==> src/rtl/nibble_packer_pkg.sv <==
// Shared constants for the nibble packer and the delay line that feeds it.
//   NIBBLE_W             width of one delay-line sample
//   DELAY_DEPTH          delay-line stages; also the number of priming strobes to discard
//   NIBBLES_PER_WORD_DEF default nibbles per packed word
//   FIFO_DEPTH_DEF       default output buffer depth (power of two, >= 2)
//   WORD_W               packed word width for the default configuration
package nibble_packer_pkg;

   localparam int unsigned NIBBLE_W             = 4;
   localparam int unsigned DELAY_DEPTH          = 8;
   localparam int unsigned NIBBLES_PER_WORD_DEF = 4;
   localparam int unsigned FIFO_DEPTH_DEF       = 4;
   localparam int unsigned WORD_W               = NIBBLE_W * NIBBLES_PER_WORD_DEF;

endpackage

==> src/rtl/nibble_packer_sync_word_fifo.sv <==
// sync_word_fifo: single-clock word buffer with a separately tracked occupancy count.
//   clk        rising-edge clock
//   rst        synchronous active-low reset; empties the buffer
//   push       write push_data (ignored when full unless pop also happens)
//   push_data  word to write
//   pop        advance the head (ignored when empty)
//   head       word at the head, 0 when empty
//   count      occupancy, 0..Depth
//   full       count == Depth
//   empty      count == 0
module sync_word_fifo #(
   parameter int unsigned Width = 16,
   parameter int unsigned Depth = 4
) (
   input  logic                       clk,
   input  logic                       rst,
   input  logic                       push,
   input  logic [Width-1:0]           push_data,
   input  logic                       pop,
   output logic [Width-1:0]           head,
   output logic [$clog2(Depth+1)-1:0] count,
   output logic                       full,
   output logic                       empty
);

   localparam int unsigned PtrW = $clog2(Depth);
   localparam int unsigned CntW = $clog2(Depth + 1);

   logic [Width-1:0] mem_q [Depth];
   logic [PtrW-1:0]  wr_ptr_q, wr_ptr_d;
   logic [PtrW-1:0]  rd_ptr_q, rd_ptr_d;
   logic [CntW-1:0]  count_q, count_d;
   logic             push_ok, pop_ok;

   assign full  = (count_q == CntW'(Depth));
   assign empty = (count_q == '0);
   assign count = count_q;
   assign head  = empty ? '0 : mem_q[rd_ptr_q];

   // A pop frees the slot in the same cycle, so a push into a full buffer succeeds then.
   assign pop_ok  = pop & ~empty;
   assign push_ok = push & (~full | pop_ok);

   always_comb begin
      wr_ptr_d = wr_ptr_q;
      rd_ptr_d = rd_ptr_q;
      count_d  = count_q;
      // Pointers wrap naturally since Depth is a power of two.
      if (push_ok) wr_ptr_d = wr_ptr_q + PtrW'(1);
      if (pop_ok)  rd_ptr_d = rd_ptr_q + PtrW'(1);
      case ({push_ok, pop_ok})
         2'b10:   count_d = count_q + CntW'(1);
         2'b01:   count_d = count_q - CntW'(1);
         default: count_d = count_q;
      endcase
   end

   always_ff @(posedge clk) begin
      if (!rst) begin
         wr_ptr_q <= '0;
         rd_ptr_q <= '0;
         count_q  <= '0;
      end else begin
         wr_ptr_q <= wr_ptr_d;
         rd_ptr_q <= rd_ptr_d;
         count_q  <= count_d;
      end
   end

   // Storage needs no reset: head is masked while empty.
   always_ff @(posedge clk) begin
      if (push_ok) mem_q[wr_ptr_q] <= push_data;
   end

endmodule

==> src/rtl/nibble_packer.sv <==
// nibble_packer: discards the delay-line priming samples, packs nibbles low-first into
// words and buffers them for a valid/ready consumer.
//   clk         rising-edge clock
//   rst         synchronous active-low reset
//   shn         shift strobe shared with the delay line
//   nib_in      delay-line output
//   flush       drop the partial word and restart the fill count
//   word_out    FIFO head, 0 when empty
//   word_valid  FIFO not empty
//   word_ready  consumer takes word_out this cycle
//   count       FIFO occupancy
//   fill_done   priming complete, nibbles are being accepted
//   overflow    sticky: a completed word was dropped on a full FIFO
module nibble_packer
   import nibble_packer_pkg::*;
#(
   parameter int unsigned NIBBLES_PER_WORD = NIBBLES_PER_WORD_DEF,
   parameter int unsigned FILL_DEPTH       = DELAY_DEPTH,
   parameter int unsigned FIFO_DEPTH       = FIFO_DEPTH_DEF
) (
   input  logic                                   clk,
   input  logic                                   rst,
   input  logic                                   shn,
   input  logic [NIBBLE_W-1:0]                    nib_in,
   input  logic                                   flush,
   output logic [NIBBLE_W*NIBBLES_PER_WORD-1:0]   word_out,
   output logic                                   word_valid,
   input  logic                                   word_ready,
   output logic [$clog2(FIFO_DEPTH+1)-1:0]        count,
   output logic                                   fill_done,
   output logic                                   overflow
);

   localparam int unsigned WordW = NIBBLE_W * NIBBLES_PER_WORD;
   localparam int unsigned FillW = $clog2(FILL_DEPTH + 1);
   localparam int unsigned IdxW  = (NIBBLES_PER_WORD > 1) ? $clog2(NIBBLES_PER_WORD) : 1;

   logic [FillW-1:0] fill_q, fill_d;
   logic [IdxW-1:0]  idx_q, idx_d;
   logic [WordW-1:0] acc_q, acc_d, acc_ins;
   logic             overflow_q, overflow_d;
   logic             accept, last, push, pop, fifo_full, fifo_empty;

   assign fill_done = (fill_q == FillW'(FILL_DEPTH));
   assign accept    = shn & fill_done & ~flush;
   assign last      = (idx_q == IdxW'(NIBBLES_PER_WORD - 1));
   assign push      = accept & last;
   assign pop       = word_ready & ~fifo_empty;

   // Accumulator with the incoming nibble dropped into its slot; on the last slot this
   // is the completed word handed to the FIFO.
   always_comb begin
      acc_ins = acc_q;
      acc_ins[NIBBLE_W*idx_q +: NIBBLE_W] = nib_in;
   end

   always_comb begin
      fill_d     = fill_q;
      idx_d      = idx_q;
      acc_d      = acc_q;
      overflow_d = overflow_q | (push & fifo_full & ~pop);
      if (flush) begin
         fill_d = '0;
         idx_d  = '0;
         acc_d  = '0;
      end else if (shn) begin
         if (!fill_done) begin
            fill_d = fill_q + FillW'(1);
         end else if (last) begin
            idx_d = '0;
            acc_d = '0;
         end else begin
            idx_d = idx_q + IdxW'(1);
            acc_d = acc_ins;
         end
      end
   end

   always_ff @(posedge clk) begin
      if (!rst) begin
         fill_q     <= '0;
         idx_q      <= '0;
         acc_q      <= '0;
         overflow_q <= 1'b0;
      end else begin
         fill_q     <= fill_d;
         idx_q      <= idx_d;
         acc_q      <= acc_d;
         overflow_q <= overflow_d;
      end
   end

   assign overflow   = overflow_q;
   assign word_valid = ~fifo_empty;

   sync_word_fifo #(
      .Width (WordW),
      .Depth (FIFO_DEPTH)
   ) u_fifo (
      .clk       (clk),
      .rst       (rst),
      .push      (push),
      .push_data (acc_ins),
      .pop       (word_ready),
      .head      (word_out),
      .count     (count),
      .full      (fifo_full),
      .empty     (fifo_empty)
   );

endmodule
==> config.mk <==
export PLATFORM = sky130hd
export DESIGN_NAME = nibble_packer
export DESIGN_NICKNAME = d
export VERILOG_FILES = /design/src/rtl/nibble_packer_pkg.sv /design/src/rtl/nibble_packer_sync_word_fifo.sv /design/src/rtl/nibble_packer.sv
export SDC_FILE = /design/constraint.sdc
export NUM_CORES = 1
export LEC_CHECK = 0
export ABC_AREA = 1
export BUFFER_PORTS_ARGS = -buffer_cell sky130_fd_sc_hd__buf_2
export CORE_MARGIN = 2
export CORE_UTILIZATION = 39
export CTS_CLUSTER_DIAMETER = 40
export DETAILED_ROUTE_END_ITERATION = 6
export HOLD_SLACK_MARGIN = 0.03
export PLACE_DENSITY = 0.67
export SKIP_LAST_GASP = 1
export SLEW_MARGIN = 20
export SYNTH_ARGS = -nofsm -noshare
export SYNTH_HDL_FRONTEND = slang
export SYNTH_SLANG_ARGS = --single-unit
==> constraint.sdc <==
create_clock -name clk -period 3.24 [get_ports clk]
set_clock_uncertainty 0.2 [all_clocks]
set_input_delay 0.324 -clock clk [delete_from_list [all_inputs] [get_ports clk]]
set_output_delay 0.324 -clock clk [all_outputs]
set_load 0.02 [all_outputs]
==> impl_metrics.json, run 1 <==
{
  "status": "finished clean",
  "worstSetupPathType": "reg -> reg",
  "num_rows": 37,
  "grt_pass1_vias": 2775,
  "worstPathRequired_ns": 3.29,
  "synth_nets": 452,
  "avgViaCountPerCell": 4.88,
  "worst_slack_ns": 0.562,
  "netlist-cell-type-count": 23,
  "top_layer_used": "met4",
  "path_cells": "ha_1 -> inv_2 -> nor2_2 -> nand3_1 -> nor2_2 -> inv_2 -> ha_1 -> inv_1 -> fa_1 -> inv_1 -> nand2_1 -> nand3_1 -> o21ai_0 -> a21oi_1",
  "dr.pass1.iters": 5,
  "synth_area_sq_um": 4170,
  "tightestPinTransition_ns": 0.898,
  "maxSlewViolCount": 0,
  "tns_ns": 0,
  "cts_tree": "done",
  "cp.arrival_ns": 2.73,
  "hold_path.class": "in -> reg",
  "synth_ff_type": "edfxtp_1",
  "synthToLayoutAreaGrowth_pct": 12.1,
  "drc_errors": 0,
  "route.met2.wl_mm": 4.01,
  "timing.hold.ws_ns": 0.0559,
  "die_w_microns": 107,
  "detailed_place_hpwl_mm": 5.47,
  "ant_nets": 0,
  "r2r_cells": 14,
  "mostFrequentLayoutCells": "nor2_1 (80), nand2_1 (64), edfxtp_1 (64)",
  "hold_viol": 0,
  "path_delay_family": "adder cells",
  "layout.nets": 484,
  "wl_mm": 8.29,
  "synth_edf_count": 64,
  "h-tree-depth": 3,
  "syn_inst": 430,
  "clock_sinks": 96,
  "reg2reg_slack_ns": 0.56,
  "r2r_end": "u_fifo.count[2]",
  "total_power_mw": 2.40,
  "fmax_mhz": 373,
  "cts_hold_buf": 0,
  "portBuffers": 30,
  "final_layout_size_suffix_gt1_frac": 0.137,
  "routabilityCongestion": 0.836,
  "worstPathMaxFanout": 10,
  "wl_met3_microns": 476,
  "dpl_cell_area_sq_um": 4460,
  "grt.total_usage": 0.148,
  "period_share": 0.827,
  "cts_setup_buffers": 0,
  "cts_resized": 0,
  "synth-warning-count": 0,
  "dp_cells": 587,
  "maxCapViolCount": 0,
  "async_reset_ff_frac": 0,
  "layout_commonest_cell": "nor2_1",
  "crit_start": "idx_q[0]",
  "die-area_sq_um": 11500,
  "grt_max_degree": 33,
  "diodes": 0,
  "synth-seq-cells": 96,
  "cp_num_buf_inv": 4,
  "die_h_microns": 107,
  "power_density_nw_per_um2": 513,
  "final_util": 0.450,
  "cp-start-kind": "flip-flop",
  "hold_depth": 3,
  "relSlewSlack": 0.401,
  "min_to": "u_fifo.wr_ptr_q[1]",
  "overflow": 0,
  "syn_avg_cell_area_sq_um": 9.69,
  "pre_cts_ws_ns": 0.605,
  "stdcell_count": 603,
  "rsz0062_at_grt": "false",
  "crit_slowest_cell": "dfxtp_1",
  "start_util": 0.402,
  "slowest_delay_ns": 0.51,
  "critPathCaptureType": "flip-flop",
  "wire_per_inst_microns": 13.8,
  "clkTransAtPathRegs_ns": 0.10,
  "period_minus_slack_ns": 2.68,
  "antenna_found_initial": 0,
  "min_from": "rst",
  "synth_seq_area_share": 0.615,
  "drt-met1-wl_mm": 3.78,
  "via_count": 2944,
  "clockBufferDepth": 2,
  "vdd_drop_max_uv": 235,
  "grt_pass1_wl_mm": 13.3,
  "p_leak_nw": 1.78,
  "cts_root_buf": "clkbuf_8",
  "nFillCells": 968,
  "rr_startpoint": "idx_q[0]",
  "design_area_sq_um": 4670,
  "pin_count": 31,
  "core_sq_um": 10400,
  "clock_latency_ns": 0.35,
  "cts_made_buffers": 9,
  "drt_iter0_drc": 208,
  "finalSetupViolCount": 0
}
state kept, by name, indices dropped and copies added, names as in the netlist, named ones only:
name             count
u_fifo.count         3
u_fifo.rd_ptr_q      2
overflow             1
fill_q               4
u_fifo.wr_ptr_q      2
acc_q               16
u_fifo.mem_q        64
idx_q                2
synthesized netlist by cell type (2+ instances only):
library cell	n	area, sq um
nand3_1	10	50.1
clkbuf_1	7	26.3
buf_2	7	35.0
nand4_1	3	18.8
nand3b_1	7	52.6
nor2_1	80	300
a21oi_1	39	195
o21ai_0	45	225
nand2_1	64	240
edfxtp_1	64	1920
inv_2	4	15.0
o22ai_1	4	25.0
nor2_4	2	22.5
ha_1	12	150
inv_1	35	131
dfxtp_1	32	641
nor3_1	5	25.0
nor2_2	4	25.0
xor2_1	2	17.5
power breakdown:
| part | internal, mW | switching, mW |
|---|---|---|
| registers | 1.30 | 0.00795 |
| logic | 0.0773 | 0.198 |
| clock network | 0.373 | 0.436 |
worst register-to-register path: stages (launching register included):
cell and delay, ns:
dfxtp_1 0.51, ha_1 0.39, inv_2 0.08, nor2_2 0.15
nand3_1 0.11, nor2_2 0.15, inv_2 0.08, ha_1 0.20
inv_1 0.09, fa_1 0.21, inv_1 0.05, nand2_1 0.05
nand3_1 0.09, o21ai_0 0.16, a21oi_1 0.05
metal layers:
metal | vias to the layer above | GRT usage
li1 | 1505 | -
met1 | 1376 | 0.198
met2 | 61 | 0.239
met3 | 2 | 0.0418
met4 | 0 | 0.0348
met5 | - | 0
worst max-delay path by stage:
stage | end | slack [ns] | cells past startpoint
finish | u_fifo.count[2] | 0.56 | 14
global route | u_fifo.count[2] | 0.30 | 14
CTS | u_fifo.count[2] | 0.58 | 14
detailed placement | u_fifo.count[2] | 0.60 | 14
global placement | u_fifo.count[2] | 0.75 | 14
floorplan | u_fifo.mem_q[0][0] | 0.81 | 7
cells by family (layout without fill, tap and decap cells):
family,count (synthesis),count (layout),share of synthesized area
buffers and inverters,54,91,0.0526
DFF,96,96,0.615
and+or+nand+nor,177,177,0.180
AOI/OAI and AO/OA,88,88,0.107
xor gates and xnor gates,2,2,0.00420
adders and majority gates,13,13,0.0408
area by class of cell:
class | count | area (sq um) | share of cell area
flip-flops and latches | 96 | 2560 | 0.549
multi-input cells | 280 | 1390 | 0.297
repair buffers | 36 | 195 | 0.0418
well taps | 136 | 170 | 0.0364
inverters | 39 | 146 | 0.0314
clock buffers | 9 | 124 | 0.0265
clock inverters | 7 | 86.3 | 0.0185
Power figures use the tool's default switching activity.
==> run 2, diff against run 1 <==
Settings changed: ABC_AREA 1 to 0, PLACE_DENSITY 0.67 to 0.69.
Clock period 3.24 ns to 2.3 ns, I/O delays scaled along.
==> impl_metrics.json, run 2 <==
{
  "slowest_delay_ns": 0.33,
  "die-area_sq_um": 11700,
  "synth-warning-count": 0,
  "grt_max_degree": 18,
  "wire_per_inst_microns": 15.6,
  "maxCapViolCount": 0,
  "h-tree-depth": 3,
  "synth_top_area_frac": 0.456,
  "worstPathRequired_ns": 2.38,
  "yosys.area_share.xor_xnor": 0.0104,
  "synthSimpleGateAreaFrac": 0.127,
  "period_share": 0.979,
  "worstSetupPathType": "reg -> reg",
  "grt_pass1_wl_mm": 12.1,
  "tightestPinTransition_ns": 0.548,
  "worstPathMaxFanout": 2,
  "cts_root_buf": "clkbuf_8",
  "synth_top_family_by_area": "simple AND/OR/NAND/NOR gates",
  "synth_area_leader_cell": "edfxtp_1",
  "vdd_drop_max_uv": 337,
  "mostFrequentLayoutCells": "edfxtp_1 (64), nor2b_1 (29), buf_2 (29)",
  "core_sq_um": 10400,
  "syn_avg_cell_area_sq_um": 14.6,
  "portBuffers": 30,
  "synth_compound_gate_area_share": 0.0766,
  "cp-start-kind": "flip-flop",
  "pin_count": 31,
  "period_minus_slack_ns": 2.25,
  "critPathCaptureType": "flip-flop",
  "synth.area.mux_share": 0.0955,
  "via_count": 2439,
  "yosys.area_share.adder": 0.0404,
  "path_cells": "ha_2 -> nor2b_1 -> nor3b_4 -> inv_1 -> ha_1 -> inv_1 -> fa_2 -> xor2_1 -> or3_1 -> a21boi_1",
  "num_rows": 37,
  "grt_pass1_vias": 2450,
  "synth_ff_type": "edfxtp_1",
  "synth_area_sq_um": 4220,
  "layout_commonest_cell": "edfxtp_1",
  "nFillCells": 901,
  "maxSlewViolCount": 0,
  "hold_depth": 3,
  "diodes": 0,
  "synthTopCellsByCount": "edfxtp_1 (64), dfxtp_1 (32), nor2b_1 (29), inv_1 (21)",
  "reg_top3": "u_fifo.mem_q x64, acc_q x16, fill_q x4",
  "regMostFlops": "u_fifo.mem_q",
  "design_area_sq_um": 4920,
  "clock_sinks": 96,
  "cts_setup_buffers": 0,
  "drt_iter0_drc": 156,
  "routabilityCongestion": 0.719,
  "layout.nets": 364,
  "hold_viol": 0,
  "path_common_cell": "inv_1",
  "multi_input_area_sq_um": 1490,
  "die_w_microns": 108,
  "grt.total_usage": 0.139,
  "final_layout_size_suffix_gt1_frac": 0.294,
  "status": "finished clean",
  "synth_seq_area_share": 0.608,
  "synth_nets": 311,
  "clkTransAtPathRegs_ns": 0.09,
  "avgViaCountPerCell": 5.05,
  "detailed_place_hpwl_mm": 4.95,
  "clockBufferDepth": 2,
  "crit_slowest_cell": "dfxtp_2",
  "drc_errors": 0,
  "synth-seq-cells": 96,
  "start_util": 0.405,
  "relSlewSlack": 0.631,
  "finalSetupViolCount": 0,
  "synth_most_common_cell": "edfxtp_1",
  "cts_made_buffers": 9,
  "async_reset_ff_frac": 0,
  "power_density_nw_per_um2": 631,
  "final-seq-area_sq_um": 2570,
  "rsz0062_at_grt": "true",
  "synthToLayoutAreaGrowth_pct": 16.8,
  "synth_area_leaders": "edfxtp_1 (46%), dfxtp_1 (15%), mux4_2 (5.3%)",
  "overflow": 0,
  "r2r_cells": 10,
  "hold_path.class": "in -> reg",
  "ant_nets": 0,
  "p_leak_nw": 1.70,
  "netlist-cell-type-count": 45,
  "largest_reg_flops": 64,
  "total_power_mw": 3.10,
  "syn_inst": 289,
  "die_h_microns": 108,
  "dr.pass1.iters": 5,
  "dpl_cell_area_sq_um": 4640,
  "final_util": 0.473,
  "cp.arrival_ns": 2.33,
  "fmax_mhz": 444,
  "cts_tree": "done",
  "synth_edf_count": 64,
  "clock_latency_ns": 0.35,
  "wl_mm": 7.52,
  "antenna_found_initial": 0
}
[run 2: cells by family after synthesis]
group                    after synthesis
AND/OR/NAND/NOR                       79
flip-flops                            96
buffers and inverters                 36
AO/OA/AOI/OAI                         42
XOR/XNOR                               5
multiplexers                          18
adder cells (fa/ha/maj)               13
[run 2: where the power goes]
group	internal (mW)	total, mW	switching, mW
logic	0.0179	0.0459	0.0280
registers	1.82	1.82	0.000509
clock network	0.653	1.24	0.588
[run 2: layout make-up]
class / instances / share of cell area
timing repair buffer: 56 / 0.0778
tap: 136 / 0.0346
sequential: 96 / 0.523
inverter: 22 / 0.0168
multi-input combinational: 157 / 0.302
clock buffer: 11 / 0.0287
clock inverter: 5 / 0.0175
[run 2: per-stage QoR]
| stage | std cells | TNS [ns] | setup slack [ns] | hold WS, ns |
|---|---|---|---|---|
| after CTS | 482 | 0 | 0.0141 | 0.110 |
| after global routing | 483 | -0.108 | -0.0792 | 0.150 |
| final | 483 | 0 | 0.0473 | 0.141 |
| after floorplan | 289 | 0 | 0.00597 | 0.179 |
| after detailed placement | 464 | -0.106 | -0.106 | 0.248 |
| after global placement | 464 | 0 | 0.00822 | 0.241 |
[run 2: routing by layer]
layer	track usage	routed length, microns
met1	0.180	3490
met2	0.224	3600
met3	0.0344	346
met4	0.0595	78
met5	0	0
[run 2: repair_timing]
item	4_1_cts	5_1_grt
setup endpoints to repair	1	4
hold buffers	2	0
gates cloned	0	1
hold endpoints to repair	10	0
pin swaps	1	0
resized for setup	3	4
[run 2: critical path, delay by kind of cell (launching register included)]
kind            cells  cell delay (ns)
fa+ha+maj           3             0.66
simple gates        3             0.59
flops               1             0.33
xor+xnor            1             0.15
compound gates      1             0.14
buf+inv             2             0.11
[run 2: final timing paths]
path / startpoint / end / slack (ns)
worst max register to register: idx_q[0] / u_fifo.count[2] / 0.05
worst min-delay path: nib_in[0] / u_fifo.mem_q[0][0] / 0.14
worst max-delay path: idx_q[0] / u_fifo.count[2] / 0.05
worst min register to register: acc_q[14] / acc_q[14] / 0.26
==> run 3, diff against run 2 <==
Settings changed: HOLD_SLACK_MARGIN 0.03 to 0.15, PLACE_DENSITY 0.69 to 0.67.
Clock period 2.3 ns to 2.2 ns, I/O delays scaled along.
==> impl_metrics.json, run 3 (synthesis results as in run 2) <==
{
  "status": "finished with violations",
  "violations": "negative setup slack",
  "antenna_found_initial": 0,
  "overflow": 0,
  "vdd_drop_max_uv": 282,
  "clockBufferDepth": 2,
  "start_util": 0.405,
  "cts_made_buffers": 9,
  "die-area_sq_um": 11700,
  "cts_root_buf": "clkbuf_8",
  "dp_cells": 464,
  "num_rows": 37,
  "die_h_microns": 108,
  "diodes": 0,
  "p_leak_nw": 1.80,
  "regMostFlops": "u_fifo.mem_q",
  "path_cells": "nor4b_4 -> nor3b_4 -> inv_1 -> ha_2 -> inv_2 -> fa_2 -> xor2_1 -> or3_1 -> a21boi_1",
  "worstSetupPathType": "reg -> reg",
  "layout_commonest_cell": "edfxtp_1",
  "clock_latency_ns": 0.36,
  "worstPathRequired_ns": 2.29,
  "wire_per_inst_microns": 15.8,
  "mostFrequentLayoutCells": "edfxtp_1 (64), dfxtp_1 (24), buf_4 (24)",
  "hold_path.class": "in -> reg",
  "finalSetupViolCount": 2,
  "final_layout_size_suffix_gt1_frac": 0.367,
  "die_w_microns": 108,
  "pin_count": 31,
  "h-tree-depth": 3,
  "worst_slack_ns": -0.0360,
  "largest_reg_flops": 64,
  "layout.nets": 374,
  "grt_max_degree": 20,
  "critPathCaptureType": "flip-flop",
  "portBuffers": 30,
  "maxCapViolCount": 0,
  "period_share": 1.02,
  "design_area_sq_um": 5190,
  "ant_nets": 0,
  "stdcell_count": 493,
  "dpl_cell_area_sq_um": 4730,
  "cp-start-kind": "flip-flop",
  "slowest_delay_ns": 0.36,
  "cts_tree": "done",
  "tightestPinTransition_ns": 0.936,
  "grt_pass1_wl_mm": 12.5,
  "hold_viol": 0,
  "worstPathMaxFanout": 2,
  "drc_errors": 0,
  "rsz0062_at_grt": "true",
  "grt_pass1_vias": 2511,
  "avgViaCountPerCell": 5.06,
  "fmax_mhz": 447,
  "reg_top3": "u_fifo.mem_q x64, acc_q x16, fill_q x4",
  "relSlewSlack": 0.375,
  "grt.total_usage": 0.143,
  "power_density_nw_per_um2": 593,
  "maxSlewViolCount": 0,
  "clock_sinks": 96,
  "drt_iter0_drc": 123,
  "wl_mm": 7.81,
  "synthToLayoutAreaGrowth_pct": 23.0,
  "period_minus_slack_ns": 2.24,
  "nFillCells": 913,
  "dr.pass1.iters": 4,
  "crit_slowest_cell": "dfxtp_4",
  "clkTransAtPathRegs_ns": 0.11,
  "via_count": 2495,
  "cp.arrival_ns": 2.33,
  "routabilityCongestion": 0.797,
  "core_sq_um": 10400,
  "detailed_place_hpwl_mm": 5.12
}
[run 3: cell count changes in the layout (fill, tap and decap cells not counted), sizes merged]
cell         previous run  this run
inv                    24        26
clkbuf                 13        10
clkinvlp                0         1
bufinv                  2         0
buf                    52        59
dlygate4sd3             2         6
clkinv                  1         2
[run 3: repair_timing]
item                                    in CTS  in global routing
buffers inserted                             5                  1
cloned                                       0                  1
resized for setup                            2                 44
pin swaps                                    4                  3
endpoints found under the hold margin       25                  0
endpoints found under the setup margin       7                 38
hold buffers                                 6                  0
[run 3: routing by layer]
| metal | up-vias | global-route usage | wire length (microns) |
|---|---|---|---|
| met5 | - | 0 | 0 |
| met4 | 0 | 0.0467 | 93 |
| met3 | 8 | 0.0295 | 344 |
| met2 | 49 | 0.235 | 3820 |
| met1 | 1234 | 0.189 | 3550 |
| li1 | 1204 | - | - |
[run 3: stage by stage]
| stage | TNS, ns | util | worst slack [ns] | hold WS, ns | total power [mW] |
|---|---|---|---|---|---|
| finish | -0.0431 | 0.498 | -0.0360 | 0.190 | 3.08 |
| global placement | -0.0421 | 0.454 | -0.0421 | 0.242 | 1.99 |
| floorplan | -0.0289 | - | -0.0289 | 0.169 | 1.97 |
| global route | -0.483 | 0.498 | -0.136 | 0.178 | 3.19 |
| CTS | -0.382 | 0.486 | -0.0522 | 0.178 | 3.10 |
| detailed placement | -0.0911 | 0.454 | -0.0911 | 0.247 | 1.99 |
[run 3: final cells by class]
cell class / count / area, sq um / area share
flip-flops and latches: 96 / 2580 / 0.497
multi-input cells: 157 / 1550 / 0.299
repair buffers: 66 / 611 / 0.118
well taps: 136 / 170 / 0.0328
clock buffers: 9 / 124 / 0.0239
inverters: 22 / 82.6 / 0.0159
clock inverters: 7 / 70.1 / 0.0135
[run 3: power by group]
| group | total [mW] | switching [mW] | internal (mW) | leakage [nW] |
|---|---|---|---|---|
| Sequential | 1.90 | 0.00119 | 1.90 | 0.737 |
| Clock | 1.12 | 0.674 | 0.446 | 0.0973 |
| Combinational | 0.0558 | 0.0315 | 0.0242 | 0.963 |
[run 3: worst max-delay path: cells and delay by family, from the launching register on]
| kind | cells | cell delay, ns |
|---|---|---|
| xor gates and xnor gates | 1 | 0.15 |
| and+or+nand+nor | 3 | 0.72 |
| AOI/OAI and AO/OA | 1 | 0.12 |
| DFF | 1 | 0.36 |
| buffers and inverters | 2 | 0.11 |
| adders and majority gates | 2 | 0.51 |
[run 3: path summary, 6_finish.rpt]
kind              slack, ns                  to  depth (start not counted)       startpoint
setup / recovery      -0.04     u_fifo.count[2]                          9  u_fifo.count[1]
hold / removal         0.19  u_fifo.mem_q[2][3]                          4        nib_in[3]
setup reg to reg      -0.04     u_fifo.count[2]                          9  u_fifo.count[1]
hold reg to reg        0.26           acc_q[14]                          1        acc_q[14]
